`src/rtl/adc_seq_pkg.sv`:
```
// Shared types and default sizing for the ADC scan sequencer.
package adc_seq_pkg;

  localparam int unsigned NUM_CH_DEF   = 8;
  localparam int unsigned CH_W_DEF     = $clog2(NUM_CH_DEF);
  localparam int unsigned DATA_W_DEF   = 32;
  localparam int unsigned SETTLE_W_DEF = 8;
  localparam int unsigned TIMEOUT_DEF  = 255;

  typedef enum logic [2:0] {
    S_IDLE    = 3'd0,
    S_SELECT  = 3'd1,
    S_SETTLE  = 3'd2,
    S_TRIGGER = 3'd3,
    S_WAIT    = 3'd4,
    S_STORE   = 3'd5,
    S_NEXT    = 3'd6
  } state_t;

endpackage

```
`src/rtl/adc_chan_picker.sv`:
```
// Priority finder: lowest set mask bit, either from channel 0 or strictly above cur_ch.
module adc_chan_picker
  import adc_seq_pkg::*;
#(
  parameter int unsigned NUM_CH = NUM_CH_DEF,
  parameter int unsigned CH_W   = CH_W_DEF
) (
  input  logic [NUM_CH-1:0] mask,
  input  logic [CH_W-1:0]   cur_ch,
  input  logic              from_start,
  output logic [CH_W-1:0]   next_ch,
  output logic              found
);

  // Scan downward so the lowest qualifying bit is the one left standing.
  always_comb begin
    next_ch = '0;
    found   = 1'b0;
    for (int i = int'(NUM_CH) - 1; i >= 0; i--) begin
      if (mask[i] && (from_start || (i > int'(cur_ch)))) begin
        next_ch = CH_W'(i);
        found   = 1'b1;
      end
    end
  end

endmodule

```
`src/rtl/adc_scan_sequencer.sv`:
```
// Walks enabled AMUX channels: select, settle, trigger, wait, store; single-shot or continuous.
module adc_scan_sequencer
  import adc_seq_pkg::*;
#(
  parameter int unsigned NUM_CH     = NUM_CH_DEF,
  parameter int unsigned CH_W       = CH_W_DEF,
  parameter int unsigned DATA_WIDTH = DATA_W_DEF,
  parameter int unsigned SETTLE_W   = SETTLE_W_DEF,
  parameter int unsigned TIMEOUT    = TIMEOUT_DEF
) (
  input  logic                  PCLK,
  input  logic                  PRESET,
  input  logic                  scan_start,
  input  logic                  continuous,
  input  logic [NUM_CH-1:0]     chan_mask,
  input  logic [SETTLE_W-1:0]   settle_cycles,
  output logic [CH_W-1:0]       amux_sel,
  output logic                  adc_trigger,
  input  logic                  adc_done,
  input  logic [DATA_WIDTH-1:0] adc_data,
  output logic                  res_valid,
  output logic [CH_W-1:0]       res_chan,
  output logic [DATA_WIDTH-1:0] res_data,
  output logic                  busy,
  output logic                  scan_done,
  output logic                  timeout_err
);

  localparam int unsigned TO_W  = $clog2(TIMEOUT + 1);
  localparam int unsigned CNT_W = (SETTLE_W > TO_W) ? SETTLE_W : TO_W;

  state_t                state_q, state_d;
  logic [NUM_CH-1:0]     mask_q, mask_d;
  logic [SETTLE_W-1:0]   settle_q, settle_d;
  logic [CNT_W-1:0]      cnt_q, cnt_d;
  logic [CH_W-1:0]       cur_q, cur_d;

  logic [CH_W-1:0]       amux_d;
  logic                  trig_d;
  logic                  rv_d;
  logic [CH_W-1:0]       rch_d;
  logic [DATA_WIDTH-1:0] rdata_d;
  logic                  busy_d;
  logic                  sdone_d;
  logic                  terr_d;

  logic [CH_W-1:0]       start_ch;
  logic                  start_found;
  logic [CH_W-1:0]       hi_ch;
  logic                  hi_found;

  // Lowest enabled channel of the live mask, for scan start and continuous reload.
  adc_chan_picker #(.NUM_CH(NUM_CH), .CH_W(CH_W)) u_start_pick (
    .mask       (chan_mask),
    .cur_ch     (cur_q),
    .from_start (1'b1),
    .next_ch    (start_ch),
    .found      (start_found)
  );

  // Next enabled channel above the current one within the latched pass mask.
  adc_chan_picker #(.NUM_CH(NUM_CH), .CH_W(CH_W)) u_next_pick (
    .mask       (mask_q),
    .cur_ch     (cur_q),
    .from_start (1'b0),
    .next_ch    (hi_ch),
    .found      (hi_found)
  );

  // Next-state and next-output logic; outputs are decoded from the upcoming state and registered.
  always_comb begin
    state_d  = state_q;
    mask_d   = mask_q;
    settle_d = settle_q;
    cnt_d    = cnt_q;
    cur_d    = cur_q;
    amux_d   = amux_sel;
    trig_d   = 1'b0;
    rv_d     = 1'b0;
    rch_d    = res_chan;
    rdata_d  = res_data;
    sdone_d  = 1'b0;
    terr_d   = timeout_err;

    case (state_q)
      S_IDLE: begin
        if (scan_start && start_found) begin
          state_d  = S_SELECT;
          mask_d   = chan_mask;
          settle_d = settle_cycles;
          cur_d    = start_ch;
          amux_d   = start_ch;
          terr_d   = 1'b0;
        end
      end
      S_SELECT: begin
        cnt_d = '0;
        if (settle_q == '0) begin
          state_d = S_TRIGGER;
          trig_d  = 1'b1;
        end else begin
          state_d = S_SETTLE;
        end
      end
      S_SETTLE: begin
        if (cnt_q == CNT_W'(settle_q) - CNT_W'(1)) begin
          state_d = S_TRIGGER;
          trig_d  = 1'b1;
        end else begin
          cnt_d = cnt_q + CNT_W'(1);
        end
      end
      S_TRIGGER: begin
        state_d = S_WAIT;
        cnt_d   = '0;
      end
      S_WAIT: begin
        // A done arriving on the last allowed cycle still counts as a result.
        if (adc_done) begin
          state_d = S_STORE;
          rv_d    = 1'b1;
          rch_d   = cur_q;
          rdata_d = adc_data;
        end else if (cnt_q == CNT_W'(TIMEOUT - 1)) begin
          state_d = S_NEXT;
          terr_d  = 1'b1;
          sdone_d = !hi_found;
        end else begin
          cnt_d = cnt_q + CNT_W'(1);
        end
      end
      S_STORE: begin
        state_d = S_NEXT;
        sdone_d = !hi_found;
      end
      S_NEXT: begin
        if (hi_found) begin
          state_d = S_SELECT;
          cur_d   = hi_ch;
          amux_d  = hi_ch;
        end else if (continuous && start_found) begin
          state_d  = S_SELECT;
          mask_d   = chan_mask;
          settle_d = settle_cycles;
          cur_d    = start_ch;
          amux_d   = start_ch;
        end else begin
          state_d = S_IDLE;
        end
      end
      default: state_d = S_IDLE;
    endcase

    busy_d = (state_d != S_IDLE);
  end

  // State, datapath and output registers with synchronous reset.
  always_ff @(posedge PCLK) begin
    if (PRESET) begin
      state_q     <= S_IDLE;
      mask_q      <= '0;
      settle_q    <= '0;
      cnt_q       <= '0;
      cur_q       <= '0;
      amux_sel    <= '0;
      adc_trigger <= 1'b0;
      res_valid   <= 1'b0;
      res_chan    <= '0;
      res_data    <= '0;
      busy        <= 1'b0;
      scan_done   <= 1'b0;
      timeout_err <= 1'b0;
    end else begin
      state_q     <= state_d;
      mask_q      <= mask_d;
      settle_q    <= settle_d;
      cnt_q       <= cnt_d;
      cur_q       <= cur_d;
      amux_sel    <= amux_d;
      adc_trigger <= trig_d;
      res_valid   <= rv_d;
      res_chan    <= rch_d;
      res_data    <= rdata_d;
      busy        <= busy_d;
      scan_done   <= sdone_d;
      timeout_err <= terr_d;
    end
  end

endmodule

```
`config.mk`:
```
export PLATFORM = sky130hd
export DESIGN_NAME = adc_scan_sequencer
export DESIGN_NICKNAME = d
export VERILOG_FILES = /design/src/rtl/adc_seq_pkg.sv /design/src/rtl/adc_chan_picker.sv /design/src/rtl/adc_scan_sequencer.sv
export SDC_FILE = /design/constraint.sdc
export NUM_CORES = 1
export LEC_CHECK = 0
export CAP_MARGIN = 20
export CORE_ASPECT_RATIO = 0.5
export CORE_MARGIN = 10
export CORE_UTILIZATION = 50
export CTS_CLUSTER_SIZE = 25
export DETAILED_ROUTE_END_ITERATION = 10
export PLACE_DENSITY = 0.85
export RECOVER_POWER = 50
export SKIP_CTS_REPAIR_TIMING = 1
export SYNTH_ARGS = -nofsm -noshare
export SYNTH_HDL_FRONTEND = slang
export SYNTH_SLANG_ARGS = --single-unit
```
`constraint.sdc`:
```
create_clock -name PCLK -period 4.3 [get_ports PCLK]
set_input_delay 0.86 -clock PCLK [delete_from_list [all_inputs] [get_ports PCLK]]
set_output_delay 0.86 -clock PCLK [all_outputs]
set_load 0.02 [all_outputs]
```
---- Word level (Yosys, flattened, before mapping) ----
Cells that the tools add are included.
operators by class
  add/sub/neg operators ................... 2
  magnitude comparators ................... 7
  eq/ne operators ......................... 16
  mux-type cells .......................... 65
  bitwise operators ....................... 1
  reduce and logical (&&, ||, !) cells .... 23
operators with widths
  operator               number
  $mux W8                9
  $mux W3                22
  $pmux W8 S2            2
  $mux W1                26
  $pmux W8 S3            1
  $pmux W3 S7            1
  $ne A2 B2 Y1 const B   7
  $gt A3 B3 Y1 const A   4
  $reduce_and A4 Y1      3
  $eq A3 B3 Y1 const B   3
  $logic_and A1 B1 Y1    9
  $add A8 B1 Y8 const B  1
  $eq A8 B8 Y1           1
  $eq A8 B8 Y1 const B   1
  $logic_not A8 Y1       1
  $sub A8 B1 Y8 const B  1
  $eq A3 B2 Y1 const B   2
  $gt A2 B3 Y1 const A   2
  $pmux W1 S2            3
  $pmux W3 S2            1
  $reduce_bool A3 Y1     2
  $reduce_bool A2 Y1     2
  $reduce_or A2 Y1       2
  $eq A3 B1 Y1 const B   1
  7 further kinds        7
word-level totals
  flip-flop bits (word level) ............. 70
  bits of input ports ..................... 53
  output and inout port bits .............. 43
  logic and storage cells ................. 126

---- Logic depth before layout (Yosys ltp) ----
Gate-level depths: netlist of the first run.
  word-level depth ........................ 13
  gate-level depth with buffers ........... 9
  mapped depth without buffers ............ 8

---- By module ----
Synthesis of the first run repeated with hierarchy kept, for this count alone.
unflattened totals
  cell total of the unflattened synthesis .. 440
  area, all modules ....................... 3,580.9 um^2
modules (own cells, without submodules)
  module              times used  cells each  area an instance (um^2)  seq. area each (um^2)
  adc_scan_sequencer  1           364         3,080.5                  1,401.3
  adc_chan_picker     2           38          250.2                    0.0

---- Worst setup path after synthesis of the first run ----
OpenSTA, ideal clock, no wires.
  path kind ............................... input to register
  start point ............................. input scan_start
  end point ............................... register mask_q[1]
  setup time .............................. 70 ps
  data arrival time ....................... 2,277 ps
  data required time ...................... 4,230 ps
  setup slack ............................. 1,953 ps
  cell stages on the path ................. 7
  buffers on the path ..................... 2
  cells stage by stage .................... or3b_2 a21oi_1 and2_1 clkbuf_1 clkbuf_1 nand3_1 a21oi_1
between the ends
  word-level cells in the longest chain between the ends .. 3
RTL lines
  what                                RTL line                   RTL
  start: declaration                  adc_scan_sequencer.sv:13   input logic scan_start,
  $logic_and A1 B1 Y1                 adc_scan_sequencer.sv:87   if (scan_start && start_found) begin
  $ne A2 B2 Y1 (no source line)       --
  $reduce_and A4 Y1 (no source line)  --
  end signal: assignment              adc_scan_sequencer.sv:175  mask_q <= mask_d;
  end: declaration                    adc_scan_sequencer.sv:33   logic [NUM_CH-1:0] mask_q, mask_d;
Every way passes these cells.
A chain may end at the register's enable or synchronous reset.

---- Worst setup path in the final report of the first run ----
  start point ............................. input adc_done
  end point ............................... register busy
between the ends
  word-level cells in the longest chain between the ends .. 3
RTL lines
  what                    RTL line                   RTL
  start: declaration      adc_scan_sequencer.sv:19   input logic adc_done,
  $mux W3                 adc_scan_sequencer.sv:119  if (adc_done) begin
  $pmux W3 S7             adc_scan_sequencer.sv:85   case (state_q)
  $reduce_bool A3 Y1      adc_scan_sequencer.sv:154  busy_d = (state_d != S_IDLE);
  end signal: assignment  adc_scan_sequencer.sv:184  busy <= busy_d;
  end: declaration        adc_scan_sequencer.sv:24   output logic busy,
Every way passes these cells.

==> results.sh, run 1 <==
export IMPL_synth_ff_type="dfxtp_1"
export IMPL_cts_sinks=69
export IMPL_diodes=0
export IMPL_wirelength_mm=8.79
export IMPL_yosysMostFrequentCell="nand2_1"
export IMPL_tightest_slew_ns=1.62
export IMPL_start_util_pct=51.8
export IMPL_cp_required_ns=4.50
export IMPL_seq_area_frac_synth_pct=43.8
export IMPL_layout_drive_gt1_share_pct=5.44
export IMPL_synth_top_family_by_area="simple AND/OR/NAND/NOR gates"
export IMPL_rows=20
export IMPL_intPower_mw=1.39
export IMPL_dpl_hpwl_mm=6.00
export IMPL_postSynthCellCount=408
export IMPL_muxShareOfSynthArea_pct=0.318
export IMPL_numCtsBuffers=9
export IMPL_grt_pass1_wl_mm=14.5
export IMPL_place_ws_ns=1.24
export IMPL_synth_fp_nets=464
export IMPL_sequentialPowerShare_pct=38.6
export IMPL_nets=547
export IMPL_vias_per_cell=5.41
export IMPL_p_leak_nw=1.58
export IMPL_drt_iter0_markers=300
export IMPL_grt_pass1_vias=3033
export IMPL_path_clk_slew_ns=0.06
export IMPL_synth_commonest_cells="nand2_1, a21oi_1, dfxtp_1"
export IMPL_setup_viol_count_final=0
export IMPL_cp_end_kind="register"
export IMPL_synth_distinct_cells=49
export IMPL_port_buffers=95
export IMPL_htree_levels=3
export IMPL_clkPwrFrac_pct=47.9
export IMPL_synth_compound_area_share_pct=22.6
export IMPL_cts_tree="done"
export IMPL_synth_xor_area_share_pct=2.22
export IMPL_slowest_stage="clkbuf_1"
export IMPL_clock_root_buffer="clkbuf_16"
export IMPL_syn_area_sq_um=3150
export IMPL_die_height_um=76.1
export IMPL_post_route_util_pct=73.7
export IMPL_insertion_delay_ns=0.34
export IMPL_grt_max_degree=58
export IMPL_fin_skew_ns=0.00430
export IMPL_finalSetupTns_ns=0
export IMPL_ys_top_cells_by_area="dfxtp_1, a21oi_1, nand2_1"
export IMPL_gp_congestion=0.874
export IMPL_cpPeakStageDelay_ns=1.17
export IMPL_avgSynthCellArea_sq_um=7.72
export IMPL_antenna_found_initial=0
export IMPL_hp_class="register to register"
export IMPL_violations="max-capacitance violations, max-slew violations"
export IMPL_dpl_cell_area_sq_um=4130
export IMPL_cp_arrival_ns=3.23
export IMPL_yosys_area_top_type="dfxtp_1"
export IMPL_ir_drop_mv=0.310
export IMPL_cp_cell_sequence="dlygate4sd3_1 -> nand3_1 -> clkbuf_1 -> nand2_1 -> o41ai_1 -> a31oi_1"
export IMPL_die_w_um=132
export IMPL_critical_path_class="primary input to register"
export IMPL_status="complete, but fails checks"
export IMPL_fin_crit_ns=3.03
export IMPL_p_comb_share_pct=13.5
export IMPL_wl_per_cell_um=15.1
export IMPL_track_usage_pct=17.4
export IMPL_final_area_sq_um=4480
export IMPL_grt_overflow=0
export IMPL_synth_fa_ha_area_share_pct=1.19
export IMPL_hold_viol_final=0
export IMPL_ant_nets=0
export IMPL_path_max_fanout=37
export IMPL_coreArea_sq_um=6080
export IMPL_p_per_area_nw_per_um2=406
export IMPL_dr_total_vias=3162
export IMPL_netSwitchingFraction_pct=24.0
export IMPL_ys_ff_latch=69
export IMPL_die_area_sq_um=10100
export IMPL_drv_slew=38
export IMPL_fin_hold_ws_ns=0.449
export IMPL_synth_simple_gate_area_share_pct=25.0
export IMPL_cts_max_path_buffers=2
export IMPL_io_pins=96
export IMPL_max_freq_ghz=0.330
export IMPL_first_pass_iters=5
export IMPL_max_slew_margin_pct=-7.83
export IMPL_area_delta_synth_final_pct=42.3
export IMPL_async_reset_ff_share_pct=0
export IMPL_synth_edf_count=0
export IMPL_rsz0062_at_grt="false"
export IMPL_fin_crit_sh_pct=70.4
export IMPL_ys_warn_count=0
export IMPL_maxCapViolCount=1
export IMPL_p_switching_mw=0.437
export IMPL_timing_final_ws_setup_ns=1.27
export IMPL_yosysTopAreaCellShare_pct=43.8
export IMPL_drc_errors=0
export IMPL_start_kind="primary input"
power groups by stage:
stage                     registers [mW]  logic, mW  clock network (mW)
final                              0.703      0.246               0.873
after global routing               0.708      0.275               0.916
after CTS                          0.702      0.248               0.886
after detailed placement           0.716      0.245                   0
after global placement             0.715      0.241                   0
after floorplan                    0.707      0.158                   0
layout make-up:
class                      instances  area (sq um)
clock inverter                     5           106
tap                               88           110
fill                             471          1600
multi-input combinational        301          1620
sequential                        69          1380
inverter                          11          41.3
timing repair buffer              99           972
clock buffer                      11           253
through the flow:
stage / instances / power [mW]
floorplan: 408 / 0.864
global placement: 568 / 0.957
detailed placement: 568 / 0.961
CTS: 584 / 1.84
global route: 584 / 1.90
finish: 584 / 1.82
worst max-delay path: cells and delay by family:
kind	cells	cell delay [ns]
simple gates	2	0.25
buf+inv	2	1.74
compound gates	2	0.37
final timing paths:
check	from	endpoint	slack, ns	cells past startpoint
max	adc_done	busy	1.27	6
min reg2reg	res_data[19]	res_data[19]	0.45	2
max reg2reg	state_q[1]	busy	1.69	6
min	res_data[19]	res_data[19]	0.45	2
cells in the final DEF, fill, tap and decap left out, types with 3 or more instances in the layout:
| cell type | n |
|---|---|
| nand2_1 | 84 |
| clkdlybuf4s50_1 | 75 |
| a21oi_1 | 70 |
| dfxtp_1 | 69 |
| o21ai_0 | 25 |
| nand3_1 | 23 |
| dlygate4sd3_1 | 19 |
| nor2_1 | 15 |
| inv_1 | 11 |
| or3_1 | 9 |
| clkbuf_16 | 9 |
| nor3_1 | 7 |
| xnor2_1 | 5 |
| nand4_1 | 4 |
| nor2b_1 | 4 |
| nand2b_1 | 4 |
| xor2_1 | 3 |
| a221oi_1 | 3 |
| nor4b_1 | 3 |
| a31oi_1 | 3 |
| ha_1 | 3 |
| bufinv_16 | 3 |
| buf_4 | 3 |
cell families (layout without fill, tap and decap cells):
logic type | Yosys count | in the layout
and+or+nand+nor | 167 | 167
AOI/OAI and AO/OA | 122 | 122
DFF | 69 | 69
buffers and inverters | 38 | 126
xor gates and xnor gates | 8 | 8
adders and majority gates | 3 | 3
muxes | 1 | 1
layer usage:
layer	wire length, um	GRT usage, %	vias to the layer above
li1	-	-	1598
met1	3720	19.3	1453
met2	4070	27.6	99
met3	830	9.34	12
met4	167	6.77	0
met5	0	0	-
registers in the layout, indices dropped and copies added, names as in the netlist:
register	flops
scan_done	1
res_valid	1
busy	1
timeout_err	1
mask_q	7
settle_q	8
cur_q	3
state_q	3
cnt_q	8
adc_trigger	1
res_chan	3
res_data	32
(Power assumes the default switching activity.)
==> run 2, diff against run 1 <==
CORE_UTILIZATION = 42   (was 50)
PLACE_DENSITY = 0.76   (was 0.85)
clock period = 2.7 ns   (was 4.3 ns; I/O delays follow)
==> run 2 against run 1 <==
Net effect:
- the run now ends clean
- sequential share of layout area fell by 0.086 points
- sequential power rose by 59%
- global-route usage shrank 2.2 points
- clock power grew 45%
- clock skew decreased by 0.00057 ns
- count of clock-buffer cells in the layout down 1
- cell count grew 2.2%
- setup slack worse by 0.88 ns
- critical path depth is 3 higher
- via count is 1.0% lower
==> results.sh, run 2 (synthesized netlist as in run 1, its figures left out) <==
export IMPL_rsz0062_at_grt="false"
export IMPL_status="finished, final reports clean"
export IMPL_mostFrequentLayoutCells="nand2_1, clkdlybuf4s50_1, a21oi_1"
export IMPL_p_total_mw=2.79
export IMPL_drt_iter0_markers=197
export IMPL_die_height_um=81.3
export IMPL_diodes=0
export IMPL_multiInputGateArea_sq_um=1620
export IMPL_numCtsBuffers=9
export IMPL_cp_end_kind="register"
export IMPL_cts_max_path_buffers=2
export IMPL_netSwitchingFraction_pct=25.1
export IMPL_sequentialPowerShare_pct=40.1
export IMPL_setup_viol_count_final=0
export IMPL_tightest_slew_ns=1.17
export IMPL_p_switching_mw=0.702
export IMPL_die_w_um=143
export IMPL_ir_drop_mv=0.341
export IMPL_start_util_pct=43.0
export IMPL_max_slew_margin_pct=21.8
export IMPL_layout_drive_gt1_share_pct=6.59
export IMPL_vias_per_cell=5.24
export IMPL_antenna_found_initial=0
export IMPL_p_per_area_nw_per_um2=621
export IMPL_area_delta_synth_final_pct=42.7
export IMPL_cp_arrival_ns=2.57
export IMPL_wirelength_mm=8.99
export IMPL_rows=22
export IMPL_path_max_fanout=17
export IMPL_grt_pass1_wl_mm=14.1
export IMPL_max_freq_ghz=0.433
export IMPL_fin_crit_ns=2.31
export IMPL_maxCapViolCount=0
export IMPL_p_comb_share_pct=14.4
export IMPL_seqCellArea_sq_um=1380
export IMPL_grt_max_degree=57
export IMPL_port_buffers=95
export IMPL_start_kind="register"
export IMPL_cts_sinks=69
export IMPL_clkPwrFrac_pct=45.6
export IMPL_nets=552
export IMPL_cp_required_ns=2.96
export IMPL_finalSetupTns_ns=0
export IMPL_path_clk_slew_ns=0.06
export IMPL_first_pass_iters=4
export IMPL_grt_overflow=0
export IMPL_dr_total_vias=3130
export IMPL_critical_path_class="register to register"
export IMPL_reg2reg_slack_ns=0.39
export IMPL_num_fill_cells=657
export IMPL_clock_root_buffer="clkbuf_16"
export IMPL_die_area_sq_um=11600
export IMPL_io_pins=96
export IMPL_fin_crit_sh_pct=85.6
export IMPL_cpPeakStageDelay_ns=0.37
export IMPL_track_usage_pct=15.2
export IMPL_cts_tree="done"
export IMPL_top_regs="res_data x32, cnt_q x8, settle_q x8"
export IMPL_grt_pass1_vias=2826
export IMPL_drc_errors=0
export IMPL_p_leak_nw=1.59
export IMPL_slowest_stage="dfxtp_1"
export IMPL_cp_cell_sequence="inv_1 -> ha_1 -> nor4b_1 -> nor2b_1 -> xnor2_1 -> a2111oi_4 -> buf_4 -> or3_1 -> a21oi_1"
export IMPL_wl_per_cell_um=15.1
export IMPL_hold_viol_final=0
export IMPL_drv_slew=0
export IMPL_insertion_delay_ns=0.34
export IMPL_hp_class="register to register"
export IMPL_ant_nets=0
export IMPL_coreArea_sq_um=7320
export IMPL_gp_congestion=0.855
export IMPL_largest_reg_flops=32
export IMPL_largest_register="res_data"
export IMPL_intPower_mw=2.09
export IMPL_dpl_hpwl_mm=6.38
export IMPL_fin_skew_ns=0.00372
export IMPL_htree_levels=3
export IMPL_layout_commonest_cell="nand2_1"
==> run 2: cell count changes in the layout (fill, tap and decap cells not counted) <==
cell             change
clkdlybuf4s50_1      +1
dlygate4sd3_1        -1
clkinv_2             +2
bufinv_16            -1
clkbuf_8             -1
buf_4                +4
clkbuf_1             -1
clkbuf_2             +2
==> run 2: path summary, 6_finish.rpt <==
check / startpoint / endpoint / cells after the start
max: settle_q[0] / cnt_q[6] / 9
max reg2reg: settle_q[0] / cnt_q[6] / 9
min reg2reg: res_data[13] / res_data[13] / 2
min: res_data[13] / res_data[13] / 2
==> run 2: layout make-up <==
type	count	area share, %
Clock buffer	10	5.31
Inverter	11	0.918
Sequential cell	69	30.7
Multi-Input combinational cell	301	36.0
Clock inverter	6	1.92
Timing Repair Buffer	104	22.4
Tap cell	96	2.67
==> run 2: metal layers <==
layer / vias to the layer above / GRT usage, % / part of all wire (%)
met4: 0 / 6.13 / 1.4
met1: 1422 / 17.4 / 42
met2: 88 / 25.1 / 49
li1: 1608 / - / -
met3: 12 / 6.05 / 7.2
met5: - / 0 / 0
==> run 2: metrics by stage <==
stage	hold slack [ns]	utilization, %	worst slack, ns	cells	instance area, sq um
after detailed placement	0.446	57.0	0.108	581	4180
after CTS	0.454	61.5	0.374	597	4500
after floorplan	0.462	-	0.572	408	3150
after global routing	0.466	61.4	0.190	597	4500
after global placement	0.440	57.0	0.148	581	4180
final	0.448	61.4	0.390	597	4500
==> run 2: worst max-delay path: cells and delay by family (launching register included) <==
| kind | cells | cell delay [ns] |
|---|---|---|
| buffers and inverters | 2 | 0.28 |
| AO/OA/AOI/OAI | 2 | 0.22 |
| adder cells (fa/ha/maj) | 1 | 0.24 |
| XOR/XNOR | 1 | 0.18 |
| AND/OR/NAND/NOR | 3 | 0.93 |
| flip-flops | 1 | 0.37 |
==> run 2: power by group through the flow <==
stage	Combinational [mW]	Clock (mW)	Sequential, mW
global route	0.441	1.35	1.12
floorplan	0.251	0	1.13
global placement	0.396	0	1.14
finish	0.401	1.27	1.12
detailed placement	0.400	0	1.14
CTS	0.404	1.30	1.12
